$ cat src/rtl/fu_cdb_select_if.sv
// ============================================================================
// Module      : fu_cdb_select_if
// Description : Bundle between the FU bank and the CDB selector. Carries the
//               FU state packet (prepared bits plus per-FU result fields), the
//               per-FU avail returns, and the registered CDB / ROB completion
//               slots. Flattened requester order is ALU0.., MULT0.., LOAD0..
// Revision    : 1.0 - initial release
// ============================================================================
`default_nettype none

`ifndef NUM_FU_ALU
`define NUM_FU_ALU 3
`endif
`ifndef NUM_FU_MULT
`define NUM_FU_MULT 2
`endif
`ifndef NUM_FU_LOAD
`define NUM_FU_LOAD 1
`endif
`ifndef CDB_SZ
`define CDB_SZ 2
`endif

interface fu_cdb_select_if #(
  parameter int NUM_ALU  = `NUM_FU_ALU,
  parameter int NUM_MULT = `NUM_FU_MULT,
  parameter int NUM_LOAD = `NUM_FU_LOAD,
  parameter int NUM_CDB  = `CDB_SZ,
  parameter int PRN_W    = 6,
  parameter int ROB_W    = 5,
  parameter int XLEN     = 32
);
  localparam int c_num_req = NUM_ALU + NUM_MULT + NUM_LOAD;

  // FU state packet: prepared bits
  logic [NUM_ALU-1:0]                 alu_prepared;
  logic [NUM_MULT-1:0]                mult_prepared;
  logic [NUM_LOAD-1:0]                load_prepared;
  // FU state packet: basic result fields, indexed by flattened requester
  logic [c_num_req-1:0][ROB_W-1:0]    robn;
  logic [c_num_req-1:0][PRN_W-1:0]    dest_prn;
  logic [c_num_req-1:0][XLEN-1:0]     result;
  // FU state packet: ALU-only branch fields
  logic [NUM_ALU-1:0][XLEN-1:0]       alu_pc;
  logic [NUM_ALU-1:0]                 alu_cond_branch;
  logic [NUM_ALU-1:0]                 alu_take_branch;
  logic [NUM_ALU-1:0]                 alu_uncond_branch;

  // Same-cycle acceptance back to the FUs
  logic [NUM_ALU-1:0]                 alu_avail;
  logic [NUM_MULT-1:0]                mult_avail;
  logic [NUM_LOAD-1:0]                load_avail;

  // CDB packet slots {dest_prn, value}
  logic [NUM_CDB-1:0]                 cdb_valid;
  logic [NUM_CDB-1:0][PRN_W-1:0]      cdb_dest_prn;
  logic [NUM_CDB-1:0][XLEN-1:0]       cdb_value;

  // ROB completion slots {robn, executed, branch_taken, target_addr}
  logic [NUM_CDB-1:0][ROB_W-1:0]      rob_robn;
  logic [NUM_CDB-1:0]                 rob_executed;
  logic [NUM_CDB-1:0]                 rob_branch_taken;
  logic [NUM_CDB-1:0][XLEN-1:0]       rob_target_addr;

  // Statistics
  logic [31:0]                        stat_broadcasts;
  logic [31:0]                        stat_conflicts;

  // FU bank side
  modport master (
    output alu_prepared, mult_prepared, load_prepared,
    output robn, dest_prn, result,
    output alu_pc, alu_cond_branch, alu_take_branch, alu_uncond_branch,
    input  alu_avail, mult_avail, load_avail,
    input  cdb_valid, cdb_dest_prn, cdb_value,
    input  rob_robn, rob_executed, rob_branch_taken, rob_target_addr,
    input  stat_broadcasts, stat_conflicts
  );

  // Selector side
  modport slave (
    input  alu_prepared, mult_prepared, load_prepared,
    input  robn, dest_prn, result,
    input  alu_pc, alu_cond_branch, alu_take_branch, alu_uncond_branch,
    output alu_avail, mult_avail, load_avail,
    output cdb_valid, cdb_dest_prn, cdb_value,
    output rob_robn, rob_executed, rob_branch_taken, rob_target_addr,
    output stat_broadcasts, stat_conflicts
  );
endinterface

`default_nettype wire

$ cat src/rtl/fu_cdb_select.sv
// ============================================================================
// Module      : fu_cdb_select
// Description : Round-robin selector of up to NUM_CDB completed FU results per
//               cycle onto the CDB and ROB completion slots. Avail is returned
//               combinationally; slot contents are registered (1-cycle).
//               Optional counters enabled by macro FU_CDB_STATS_EN.
// Revision    : 1.0 - initial release
// ============================================================================
`default_nettype none

`ifndef NUM_FU_ALU
`define NUM_FU_ALU 3
`endif
`ifndef NUM_FU_MULT
`define NUM_FU_MULT 2
`endif
`ifndef NUM_FU_LOAD
`define NUM_FU_LOAD 1
`endif
`ifndef CDB_SZ
`define CDB_SZ 2
`endif

module fu_cdb_select #(
  parameter int NUM_ALU  = `NUM_FU_ALU,
  parameter int NUM_MULT = `NUM_FU_MULT,
  parameter int NUM_LOAD = `NUM_FU_LOAD,
  parameter int NUM_CDB  = `CDB_SZ,
  parameter int PRN_W    = 6,
  parameter int ROB_W    = 5,
  parameter int XLEN     = 32
) (
  input  logic           clock,
  input  logic           reset,
  input  logic           squash,
  fu_cdb_select_if.slave bus
);
  localparam int c_num_req = NUM_ALU + NUM_MULT + NUM_LOAD;
  localparam int c_ptr_w   = (c_num_req > 1) ? $clog2(c_num_req) : 1;
  localparam int c_cnt_w   = $clog2(NUM_CDB + 1);

  logic [c_num_req-1:0]               w_req;
  logic [c_num_req-1:0]               w_grant;
  logic [c_num_req-1:0]               w_avail;
  logic [NUM_CDB-1:0]                 w_slot_vld;
  logic [NUM_CDB-1:0][c_ptr_w-1:0]    w_slot_sel;
  logic [c_ptr_w-1:0]                 w_last;
  logic [c_ptr_w-1:0]                 w_next_ptr;
  logic [c_ptr_w:0]                   w_scan_sum;
  logic [c_ptr_w-1:0]                 w_scan_idx;
  logic [c_cnt_w-1:0]                 w_num_grant;
  logic [c_ptr_w-1:0]                 r_rr_ptr;

  logic [NUM_CDB-1:0]                 w_nxt_valid;
  logic [NUM_CDB-1:0][PRN_W-1:0]      w_nxt_dest;
  logic [NUM_CDB-1:0][XLEN-1:0]       w_nxt_value;
  logic [NUM_CDB-1:0][ROB_W-1:0]      w_nxt_robn;
  logic [NUM_CDB-1:0]                 w_nxt_exec;
  logic [NUM_CDB-1:0]                 w_nxt_taken;
  logic [NUM_CDB-1:0][XLEN-1:0]       w_nxt_target;

  logic [NUM_CDB-1:0]                 r_cdb_valid;
  logic [NUM_CDB-1:0][PRN_W-1:0]      r_cdb_dest;
  logic [NUM_CDB-1:0][XLEN-1:0]       r_cdb_value;
  logic [NUM_CDB-1:0][ROB_W-1:0]      r_rob_robn;
  logic [NUM_CDB-1:0]                 r_rob_exec;
  logic [NUM_CDB-1:0]                 r_rob_taken;
  logic [NUM_CDB-1:0][XLEN-1:0]       r_rob_target;

  assign w_req = {bus.load_prepared, bus.mult_prepared, bus.alu_prepared};

  // Scan from the rotating pointer and hand out slots in scan order
  always_comb begin
    w_grant     = '0;
    w_slot_vld  = '0;
    w_slot_sel  = '0;
    w_last      = r_rr_ptr;
    w_num_grant = '0;
    w_scan_sum  = '0;
    w_scan_idx  = '0;
    for (int off = 0; off < c_num_req; off++) begin
      w_scan_sum = {1'b0, r_rr_ptr} + (c_ptr_w+1)'(off);
      if (w_scan_sum >= (c_ptr_w+1)'(c_num_req)) begin
        w_scan_sum = w_scan_sum - (c_ptr_w+1)'(c_num_req);
      end
      w_scan_idx = w_scan_sum[c_ptr_w-1:0];
      if (!squash && w_req[w_scan_idx] && (w_num_grant < c_cnt_w'(NUM_CDB))) begin
        w_grant[w_scan_idx] = 1'b1;
        for (int k = 0; k < NUM_CDB; k++) begin
          if (w_num_grant == c_cnt_w'(k)) begin
            w_slot_vld[k] = 1'b1;
            w_slot_sel[k] = w_scan_idx;
          end
        end
        w_last      = w_scan_idx;
        w_num_grant = w_num_grant + c_cnt_w'(1);
      end
    end
  end

  // Idle or granted FUs may advance; a squash releases every FU
  assign w_avail = squash ? {c_num_req{1'b1}} : (~w_req | w_grant);
  assign bus.alu_avail  = w_avail[NUM_ALU-1:0];
  assign bus.mult_avail = w_avail[NUM_ALU+NUM_MULT-1:NUM_ALU];
  assign bus.load_avail = w_avail[c_num_req-1:NUM_ALU+NUM_MULT];

  // Pointer moves just past the last grant, wrapping at the end of the list
  assign w_next_ptr = (w_last == c_ptr_w'(c_num_req - 1)) ? '0 : (w_last + c_ptr_w'(1));

  // Build next slot contents from the selected requester's packet
  always_comb begin
    w_nxt_valid  = '0;
    w_nxt_dest   = '0;
    w_nxt_value  = '0;
    w_nxt_robn   = '0;
    w_nxt_exec   = '0;
    w_nxt_taken  = '0;
    w_nxt_target = '0;
    for (int k = 0; k < NUM_CDB; k++) begin
      for (int i = 0; i < c_num_req; i++) begin
        if (w_slot_vld[k] && (w_slot_sel[k] == c_ptr_w'(i))) begin
          w_nxt_robn[k]  = bus.robn[i];
          w_nxt_exec[k]  = 1'b1;
          w_nxt_dest[k]  = bus.dest_prn[i];
          w_nxt_value[k] = bus.result[i];
        end
      end
      // Branch resolution only exists on ALUs; jumps write the link address
      for (int a = 0; a < NUM_ALU; a++) begin
        if (w_slot_vld[k] && (w_slot_sel[k] == c_ptr_w'(a))) begin
          w_nxt_taken[k]  = (bus.alu_cond_branch[a] && bus.alu_take_branch[a]) ||
                            bus.alu_uncond_branch[a];
          w_nxt_target[k] = w_nxt_taken[k] ? bus.result[a] : '0;
          if (bus.alu_uncond_branch[a]) begin
            w_nxt_value[k] = bus.alu_pc[a] + XLEN'(4);
          end
        end
      end
      w_nxt_valid[k] = w_nxt_exec[k] && (w_nxt_dest[k] != '0);
    end
  end

  // Round-robin pointer: reset to 0, holds on squash or when nothing granted
  always_ff @(posedge clock) begin
    if (reset) begin
      r_rr_ptr <= '0;
    end else if (|w_grant) begin
      r_rr_ptr <= w_next_ptr;
    end
  end

  // Output slot registers: cleared on reset or squash
  always_ff @(posedge clock) begin
    if (reset || squash) begin
      r_cdb_valid  <= '0;
      r_cdb_dest   <= '0;
      r_cdb_value  <= '0;
      r_rob_robn   <= '0;
      r_rob_exec   <= '0;
      r_rob_taken  <= '0;
      r_rob_target <= '0;
    end else begin
      r_cdb_valid  <= w_nxt_valid;
      r_cdb_dest   <= w_nxt_dest;
      r_cdb_value  <= w_nxt_value;
      r_rob_robn   <= w_nxt_robn;
      r_rob_exec   <= w_nxt_exec;
      r_rob_taken  <= w_nxt_taken;
      r_rob_target <= w_nxt_target;
    end
  end

  assign bus.cdb_valid        = r_cdb_valid;
  assign bus.cdb_dest_prn     = r_cdb_dest;
  assign bus.cdb_value        = r_cdb_value;
  assign bus.rob_robn         = r_rob_robn;
  assign bus.rob_executed     = r_rob_exec;
  assign bus.rob_branch_taken = r_rob_taken;
  assign bus.rob_target_addr  = r_rob_target;

`ifdef FU_CDB_STATS_EN
  localparam int c_rcnt_w = $clog2(c_num_req + 1);

  logic [c_rcnt_w-1:0] w_req_cnt;
  logic [31:0]         r_stat_broadcasts;
  logic [31:0]         r_stat_conflicts;

  // Count raw requests to detect oversubscribed cycles
  always_comb begin
    w_req_cnt = '0;
    for (int i = 0; i < c_num_req; i++) begin
      w_req_cnt = w_req_cnt + c_rcnt_w'(w_req[i]);
    end
  end

  // Free-running counters, cleared only by reset
  always_ff @(posedge clock) begin
    if (reset) begin
      r_stat_broadcasts <= '0;
      r_stat_conflicts  <= '0;
    end else begin
      r_stat_broadcasts <= r_stat_broadcasts + 32'(w_num_grant);
      if (w_req_cnt > c_rcnt_w'(NUM_CDB)) begin
        r_stat_conflicts <= r_stat_conflicts + 32'd1;
      end
    end
  end

  assign bus.stat_broadcasts = r_stat_broadcasts;
  assign bus.stat_conflicts  = r_stat_conflicts;
`else
  assign bus.stat_broadcasts = '0;
  assign bus.stat_conflicts  = '0;
`endif

endmodule

`default_nettype wire
$ cat src/flat_wrapper.sv
// flat-port wrapper written by rule: the top's interface ports become plain ports
module fu_cdb_select_flat 
#(
  parameter int NUM_ALU  = `NUM_FU_ALU,
  parameter int NUM_MULT = `NUM_FU_MULT,
  parameter int NUM_LOAD = `NUM_FU_LOAD,
  parameter int NUM_CDB  = `CDB_SZ,
  parameter int PRN_W    = 6,
  parameter int ROB_W    = 5,
  parameter int XLEN     = 32
)
  (clock, reset, squash, bus_alu_prepared, bus_mult_prepared, bus_load_prepared, bus_robn, bus_dest_prn, bus_result, bus_alu_pc, bus_alu_cond_branch, bus_alu_take_branch, bus_alu_uncond_branch, bus_alu_avail, bus_mult_avail, bus_load_avail, bus_cdb_valid, bus_cdb_dest_prn, bus_cdb_value, bus_rob_robn, bus_rob_executed, bus_rob_branch_taken, bus_rob_target_addr, bus_stat_broadcasts, bus_stat_conflicts);
  fu_cdb_select_if #(.NUM_ALU(NUM_ALU), .NUM_MULT(NUM_MULT), .NUM_LOAD(NUM_LOAD), .NUM_CDB(NUM_CDB), .PRN_W(PRN_W), .ROB_W(ROB_W), .XLEN(XLEN)) bus_i ();
  input  logic clock;
  input  logic reset;
  input  logic squash;
  input wire logic [$bits(bus_i.alu_prepared)-1:0] bus_alu_prepared;
  input wire logic [$bits(bus_i.mult_prepared)-1:0] bus_mult_prepared;
  input wire logic [$bits(bus_i.load_prepared)-1:0] bus_load_prepared;
  input wire logic [$bits(bus_i.robn)-1:0] bus_robn;
  input wire logic [$bits(bus_i.dest_prn)-1:0] bus_dest_prn;
  input wire logic [$bits(bus_i.result)-1:0] bus_result;
  input wire logic [$bits(bus_i.alu_pc)-1:0] bus_alu_pc;
  input wire logic [$bits(bus_i.alu_cond_branch)-1:0] bus_alu_cond_branch;
  input wire logic [$bits(bus_i.alu_take_branch)-1:0] bus_alu_take_branch;
  input wire logic [$bits(bus_i.alu_uncond_branch)-1:0] bus_alu_uncond_branch;
  output wire logic [$bits(bus_i.alu_avail)-1:0] bus_alu_avail;
  output wire logic [$bits(bus_i.mult_avail)-1:0] bus_mult_avail;
  output wire logic [$bits(bus_i.load_avail)-1:0] bus_load_avail;
  output wire logic [$bits(bus_i.cdb_valid)-1:0] bus_cdb_valid;
  output wire logic [$bits(bus_i.cdb_dest_prn)-1:0] bus_cdb_dest_prn;
  output wire logic [$bits(bus_i.cdb_value)-1:0] bus_cdb_value;
  output wire logic [$bits(bus_i.rob_robn)-1:0] bus_rob_robn;
  output wire logic [$bits(bus_i.rob_executed)-1:0] bus_rob_executed;
  output wire logic [$bits(bus_i.rob_branch_taken)-1:0] bus_rob_branch_taken;
  output wire logic [$bits(bus_i.rob_target_addr)-1:0] bus_rob_target_addr;
  output wire logic [$bits(bus_i.stat_broadcasts)-1:0] bus_stat_broadcasts;
  output wire logic [$bits(bus_i.stat_conflicts)-1:0] bus_stat_conflicts;
  assign bus_i.alu_prepared = bus_alu_prepared;
  assign bus_i.mult_prepared = bus_mult_prepared;
  assign bus_i.load_prepared = bus_load_prepared;
  assign bus_i.robn = bus_robn;
  assign bus_i.dest_prn = bus_dest_prn;
  assign bus_i.result = bus_result;
  assign bus_i.alu_pc = bus_alu_pc;
  assign bus_i.alu_cond_branch = bus_alu_cond_branch;
  assign bus_i.alu_take_branch = bus_alu_take_branch;
  assign bus_i.alu_uncond_branch = bus_alu_uncond_branch;
  assign bus_alu_avail = bus_i.alu_avail;
  assign bus_mult_avail = bus_i.mult_avail;
  assign bus_load_avail = bus_i.load_avail;
  assign bus_cdb_valid = bus_i.cdb_valid;
  assign bus_cdb_dest_prn = bus_i.cdb_dest_prn;
  assign bus_cdb_value = bus_i.cdb_value;
  assign bus_rob_robn = bus_i.rob_robn;
  assign bus_rob_executed = bus_i.rob_executed;
  assign bus_rob_branch_taken = bus_i.rob_branch_taken;
  assign bus_rob_target_addr = bus_i.rob_target_addr;
  assign bus_stat_broadcasts = bus_i.stat_broadcasts;
  assign bus_stat_conflicts = bus_i.stat_conflicts;
  fu_cdb_select #(.NUM_ALU(NUM_ALU), .NUM_MULT(NUM_MULT), .NUM_LOAD(NUM_LOAD), .NUM_CDB(NUM_CDB), .PRN_W(PRN_W), .ROB_W(ROB_W), .XLEN(XLEN)) u_core (.clock(clock), .reset(reset), .squash(squash), .bus(bus_i));
endmodule
$ cat config.mk
export PLATFORM = sky130hd
export DESIGN_NAME = fu_cdb_select_flat
export DESIGN_NICKNAME = d
export VERILOG_FILES = /design/src/rtl/fu_cdb_select_if.sv /design/src/rtl/fu_cdb_select.sv /design/src/flat_wrapper.sv
export SDC_FILE = /design/constraint.sdc
export NUM_CORES = 1
export LEC_CHECK = 0
export BUFFER_PORTS_ARGS = -buffer_cell sky130_fd_sc_hd__buf_2
export CORE_AREA = 3 3 230 232
export CTS_BUF_LIST = sky130_fd_sc_hd__clkbuf_8
export CTS_CLUSTER_SIZE = 24
export DETAILED_ROUTE_END_ITERATION = 7
export DIE_AREA = 0 0 233 235
export GPL_ROUTABILITY_DRIVEN = 1
export PLACE_DENSITY_LB_ADDON = 0.08
export SKIP_CTS_REPAIR_TIMING = 1
export SLEW_MARGIN = 20
export SYNTH_ARGS = -nofsm -noshare
export SYNTH_HDL_FRONTEND = slang
export SYNTH_SLANG_ARGS = --single-unit
$ cat constraint.sdc
create_clock -name clock -period 13.58 [get_ports clock]
set_input_delay 2.716 -clock clock [delete_from_list [all_inputs] [get_ports clock]]
set_output_delay 2.716 -clock clock [all_outputs]
set_load 0.01 [all_outputs]
==> impl_metrics.yaml, run 1 <==
status:
  status: "finished, final reports clean"
timing:
  fin_crit_ns: 11.95
  finalSetupViolCount: 0
  finClkSkew_ns: 0.0223
  post-route-period-util_pct: 88.0
  slew_headroom_pct: 23.2
  fin_hold_ws_ns: 0.745
  fmax_mhz: 83.7
  rsz0062_at_grt: "false"
  worst_pin_slew_ns: 1.15
  timing.setup.tns_ns: 0
  slew_viol_final: 0
  hold_violations: 0
synthesis:
  yosysTopAreaCellShare_pct: 21.3
  synth_top_family_by_area: "compound AO/OA/AOI/OAI gates"
  syn_inst: 1977
  synth_area_leaders: "dfxtp_1, nand2_1, a222oi_1"
  yosysMostFrequentCell: "nand2_1"
  synth-main-ff-cell: "dfxtp_1"
  synth_compound_area_share_pct: 34.9
  syn_avg_cell_area_um2: 7.55
  yosysSeqAreaShare_pct: 21.3
  netlist-cell-type-count: 94
  synth-simple-area-share_pct: 20.6
  synthMuxAreaShare_pct: 7.40
  synth_top_cells_by_count: "nand2_1, nor2_1, dfxtp_1, a21oi_1, o21ai_0"
  synthAdderAreaFrac_pct: 1.59
  synthXorXnorAreaFrac_pct: 5.27
  synth_seq_cells: 159
  synth_edf_count: 0
  yosysTopAreaCell: "dfxtp_1"
  ys_warn_count: 0
  async_flop_share_pct: 0
  netlist_area_mm2: 0.0149
global_routing:
  grt_start_max_net_pins: 72
  grt.total_usage_pct: 35.6
  grt_pass1_wl_um: 140000
  grt_pass1_vias: 18063
  gr-total-overflow: 0
  grt_antenna_before_repair: 32
floorplanning:
  initial_core_util_pct: 29.1
  design.core.area_mm2: 0.0512
  fp.dieH_um: 235
  num_rows: 83
  ios: 598
  die_w_um: 233
  die_area_mm2: 0.0548
cts:
  clock_latency_ns: 0.60
  numCtsBuffers: 17
  clk_pin_slew_ns: 0.10
  clock_tree.buffer_depth: 2
  cts_tree: "yes"
  root_buffer: "clkbuf_8"
  htreeDepth: 4
  clock-sinks: 159
final_layout:
  drive_gt1_share_pct: 28.6
  fin_nets: 2797
  stdcell_area_mm2: 0.0183
  seq_area_mm2: 0.00318
  nFillCells: 5576
  area_growth_pct: 22.7
  multiInputGateArea_mm2: 0.0108
min_path:
  hold_path_class: "reg2reg"
  worst_hold_startpoint: "u_core.r_rr_ptr[2]$_SDFFE_PP0P_"
routing:
  post_drt_via_cell_ratio: 6.28
  drt-initial-drc-count: 3371
  antenna_left: 0
  wl_um: 102000
  detail_route.wl_per_cell_um: 32.7
  firstDrtPassIters: 8
  drc_errors: 0
  num_vias: 19583
placed_design:
  io_buffer_count: 533
  hpwl_um: 79800
  place_area_mm2: 0.0178
  gp_congestion: 0.969
job:
  max_cap_viol_count: 0
setup_path:
  cp-start-kind: "input pin"
  worstPathMaxFanout: 15
  crit_type: "in2out"
  setup.worst_path.end_class: "primary output"
  cp.arrival_ns: 9.23
  rr_startpoint: "u_core.r_rr_ptr[0]$_SDFFE_PP0P_"
  startpoint: "squash"
  required_ns: 10.86
-- layout by cell type (no fill, tap or decap), drive strengths merged, types with 18 or more instances in the layout --
cell type  count
o21ai        106
dfxtp        159
and3          24
mux2i         66
inv           23
mux2          25
nor2         211
nor3          37
xor2          40
a222oi        82
a221o         21
and2          25
o22ai         43
nand2        228
conb          64
buf          570
xnor2         49
diode         21
a211oi        37
a221oi        52
a21oi        122
a31oi         20
o211ai        26
ha            19
nand3         70
clkbuf        18
a22oi         37
-- path summary, 6_finish.rpt --
check / to / cells past startpoint / slack [ns]
min reg2reg: u_core.r_rr_ptr[2]$_SDFFE_PP0P_ / 2 / 0.75
max: bus_alu_avail[2] / 25 / 1.63
max reg2reg: u_core.bus.cdb_value[54]$_SDFF_PP0_ / 29 / 2.94
min: u_core.r_rr_ptr[2]$_SDFFE_PP0P_ / 2 / 0.75
-- area by class of cell --
class                           count  share of cell area, %
Clock inverter                     14                  0.998
Inverter                           20                  0.410
Multi-Input combinational cell   1638                   58.8
Clock buffer                       18                   1.35
Timing Repair Buffer              570                   16.1
Tap cell                          680                   4.65
Antenna cell                       21                  0.287
Sequential cell                   159                   17.4
-- worst max-delay path: stages --
cell and delay, ns:
buf_2 0.33, inv_1 0.24, o2111ai_1 0.18, and2_1 0.28, a21o_1 0.31, clkinv_1 0.36
ha_1 0.38, nor2_1 0.30, and3_1 0.32, nor3_1 0.12, nor2_1 0.31, inv_1 0.08
ha_1 0.36, nor2_1 0.21, nor2_1 0.09, ha_1 0.32, nor2_1 0.05, a311oi_1 0.26
nand3_1 0.39, or3_1 0.59, nor4bb_1 0.34, a221oi_1 0.15, mux2_2 0.33, nand3_1 0.08
buf_2 0.13
-- registers in the layout (all words and copies together) (netlist names) --
signal,cells
u_core.bus.cdb_value,64
u_core.bus.rob_target_addr,64
u_core.bus.cdb_dest_prn,12
u_core.bus.rob_robn,10
u_core.r_rr_ptr,3
u_core.bus.cdb_valid,2
u_core.bus.rob_branch_taken,2
u_core.bus.rob_executed,2
-- stage by stage --
stage	setup slack [ns]	std cells	utilization (%)
2_1_floorplan	3.34	2040	-
3_3_place_gp	2.05	3067	34.8
3_5_place_dp	1.83	3067	34.8
4_1_cts	1.79	3099	35.6
5_1_grt	1.11	3115	35.7
6_report	1.63	3120	35.8
-- cell families (layout without fill, tap and decap cells) --
kind of cell	after synthesis	after routing
AOI/OAI and AO/OA	703	703
and+or+nand+nor	666	666
buffers and inverters	243	622
DFF	159	159
muxes	97	97
xor gates and xnor gates	89	89
adders and majority gates	19	19
other	1	85
-- layer usage --
| layer | GRT usage (%) | routed length, µm |
|---|---|---|
| met5 | 0 | 97 |
| met4 | 10.6 | 2730 |
| met3 | 9.06 | 12100 |
| met2 | 52.5 | 43900 |
| met1 | 50.5 | 43200 |
Power of run 1 is not shown: default switching activity piles up to over one toggle a cycle in this logic, so the estimate is an artifact.
==> inputs of run 2 (changes only) <==
--- a/config.mk
+++ b/config.mk
@@ -5,12 +5,12 @@
 export SDC_FILE = /design/constraint.sdc
 export NUM_CORES = 1
 export LEC_CHECK = 0
+export ABC_AREA = 1
 export BUFFER_PORTS_ARGS = -buffer_cell sky130_fd_sc_hd__buf_2
-export CORE_AREA = 3 3 230 232
+export CORE_AREA = 3 3 231 233
 export CTS_BUF_LIST = sky130_fd_sc_hd__clkbuf_8
-export CTS_CLUSTER_SIZE = 24
 export DETAILED_ROUTE_END_ITERATION = 7
-export DIE_AREA = 0 0 233 235
+export DIE_AREA = 0 0 234 236
 export GPL_ROUTABILITY_DRIVEN = 1
 export PLACE_DENSITY_LB_ADDON = 0.08
 export SKIP_CTS_REPAIR_TIMING = 1
==> run 2 against run 1 <==
Die area rose by 0.86%. Core utilization rose by 1.6 points. Sequential share of layout area fell by 0.82 points. Register-to-register slack improved by 1.6 ns. Global-route usage fell by 0.58 points. Synthesized cell count rose by 41%. First-iteration DRC count fell by 32%. Non-clock buffer count fell by 19. Flip-flop and latch count did not move. Clock skew rose by 0.0073 ns. Critical endpoint is now bus_alu_avail[0]. Critical path depth fell by 2. Critical path type unchanged.
==> impl_metrics.yaml, run 2 <==
timing:
  worst_pin_slew_ns: 1.03
  post-route-period-util_pct: 80.1
  setup_slack_ns: 2.71
  finClkSkew_ns: 0.0296
  finalSetupViolCount: 0
  slew_viol_final: 0
  hold_violations: 0
  timing.setup.tns_ns: 0
  fmax_mhz: 92.0
  rsz0062_at_grt: "false"
  slew_headroom_pct: 30.9
  fin_crit_ns: 10.87
final_layout:
  seq_area_mm2: 0.00318
  final_cell_count_no_fill: 3948
  multiInputGateArea_mm2: 0.0102
  area_growth_pct: 20.8
  fin_nets: 3611
  mostFrequentLayoutCells: "nand2_1, buf_2, inv_1"
  nFillCells: 5923
  final_common_cell: "nand2_1"
  drive_gt1_share_pct: 21.3
setup_path:
  cp.arrival_ns: 8.16
  crit_chain: "buf_2, inv_1, nand2_1, inv_1, o211ai_2, inv_1, ha_1, clkinv_1, nand3_2, inv_2, a21oi_1, ha_1, inv_1, nand4_1, nand3_4, inv_1, ha_1, o221ai_1, nor3_4, inv_1, o311ai_0, nand3b_1, buf_2"
  cpPeakStageDelay_ns: 0.59
  setup.worst_path.end_class: "primary output"
  worstPathMaxFanout: 15
  crit_type: "in2out"
  cp_num_buf_inv: 10
  crit_path_frequent_cell: "inv_1"
  crit_family: "buffers and inverters"
  cp-start-kind: "input pin"
  cp.depth: 23
  required_ns: 10.86
  reg2reg_depth: 34
  cp_slowest_cell: "nor3_4"
synthesis:
  syn_avg_cell_area_um2: 5.70
  yosysTopAreaCellShare_pct: 20.0
  synth-main-ff-cell: "dfxtp_1"
  syn_inst: 2787
  synth_seq_cells: 159
  yosysSeqAreaShare_pct: 20.0
  synth_area_leaders: "dfxtp_1, nand2_1, inv_1"
  synth_top_cells_by_count: "nand2_1, inv_1, nor2_1, a21oi_1, nand3_1"
  netlist-cell-type-count: 60
  synth_edf_count: 0
  async_flop_share_pct: 0
  netlist_area_mm2: 0.0159
  yosysMostFrequentCell: "nand2_1"
  ys_warn_count: 0
  yosysTopAreaCell: "dfxtp_1"
floorplanning:
  fp.dieH_um: 236
  die_area_mm2: 0.0552
  num_rows: 83
  initial_core_util_pct: 30.9
  die_w_um: 234
  ios: 598
  design.core.area_mm2: 0.0514
cts:
  clk_pin_slew_ns: 0.12
  root_buffer: "clkbuf_8"
  clock-sinks: 159
  cts_tree: "yes"
  clock_tree.buffer_depth: 2
  htreeDepth: 4
  numCtsBuffers: 17
  clock_latency_ns: 0.59
routing:
  antenna_left: 0
  wl_um: 101000
  num_vias: 21451
  drt-initial-drc-count: 2295
  post_drt_via_cell_ratio: 5.43
  drc_errors: 0
  detail_route.wl_per_cell_um: 25.5
  firstDrtPassIters: 6
min_path:
  hold_depth: 2
  hold_path_class: "reg2reg"
placed_design:
  gp_congestion: 0.987
  io_buffer_count: 533
  post-place-ws_ns: 2.75
  hpwl_um: 80200
  place_inst: 3880
global_routing:
  grt_pass1_wl_um: 141000
  grt.total_usage_pct: 35.0
  gr-total-overflow: 0
  grt_start_max_net_pins: 65
  grt_antenna_before_repair: 50
  grt_pass1_vias: 20016
job:
  max_cap_viol_count: 0
status:
  status: "finished, final reports clean"
==> run 2: cell count changes after synthesis, sizes merged, moves of 34 or more <==
cell and change:
a21oi +83, nand4 +35, o21ai +71, nand2 +603, nand3 +134, o221ai +36
mux2i -66, a211oi -34, inv +395, a222oi -82, xnor2 -45, a221oi -50
==> run 2: final cells by class <==
class	instances	area share [%]
diodes	35	0.456
clock buffers	17	1.22
clock inverters	15	1.14
inverters	418	8.17
multi-input cells	2073	53.3
flip-flops and latches	159	16.6
well taps	680	4.43
repair buffers	551	14.7
==> run 2: cells by family after synthesis <==
logic type      Yosys count  synth area share, %
fa+ha+maj                19                 1.50
xor+xnor                 25                 1.42
other cells               1               0.0236
buf+inv                 618                 17.2
flops                   159                 20.0
compound gates          575                 21.5
simple gates           1390                 38.4
==> run 2: worst paths after layout <==
check / start / endpoint / slack (ns)
worst max register to register: u_core.r_rr_ptr[0]$_SDFFE_PP0P_ / u_core.bus.rob_target_addr[55]$_SDFF_PP0_ / 4.57
worst max-delay path: squash / bus_alu_avail[0] / 2.71
worst min-delay path: u_core.r_rr_ptr[1]$_SDFFE_PP0P_ / u_core.r_rr_ptr[1]$_SDFFE_PP0P_ / 0.58
worst min register to register: u_core.r_rr_ptr[1]$_SDFFE_PP0P_ / u_core.r_rr_ptr[1]$_SDFFE_PP0P_ / 0.58
==> run 2: layer usage <==
metal  up-vias  wire length [µm]  global-route usage (%)
met2      1195             47800                    58.1
met3       235              8740                    8.83
met5         -               172                       0
li1       9870                 -                       -
met4        22              5070                    17.5
met1     10129             39000                    41.5
==> run 2: through the flow <==
step                util [%]  hold slack [ns]  cell area [µm²]
floorplan                  -            0.516            16100
global placement        36.2            0.570            18600
detailed placement      36.2            0.563            18600
CTS                     37.1            0.578            19100
global route            37.3            0.617            19200
finish                  37.3            0.580            19200
==> run 2: worst min-delay path, cell delays in order, from the launching register on <==
cell,delay [ns]
dfxtp_1,0.38
nor2_1,0.12
a211oi_1,0.05
Power of run 2 is left out for the same reason.
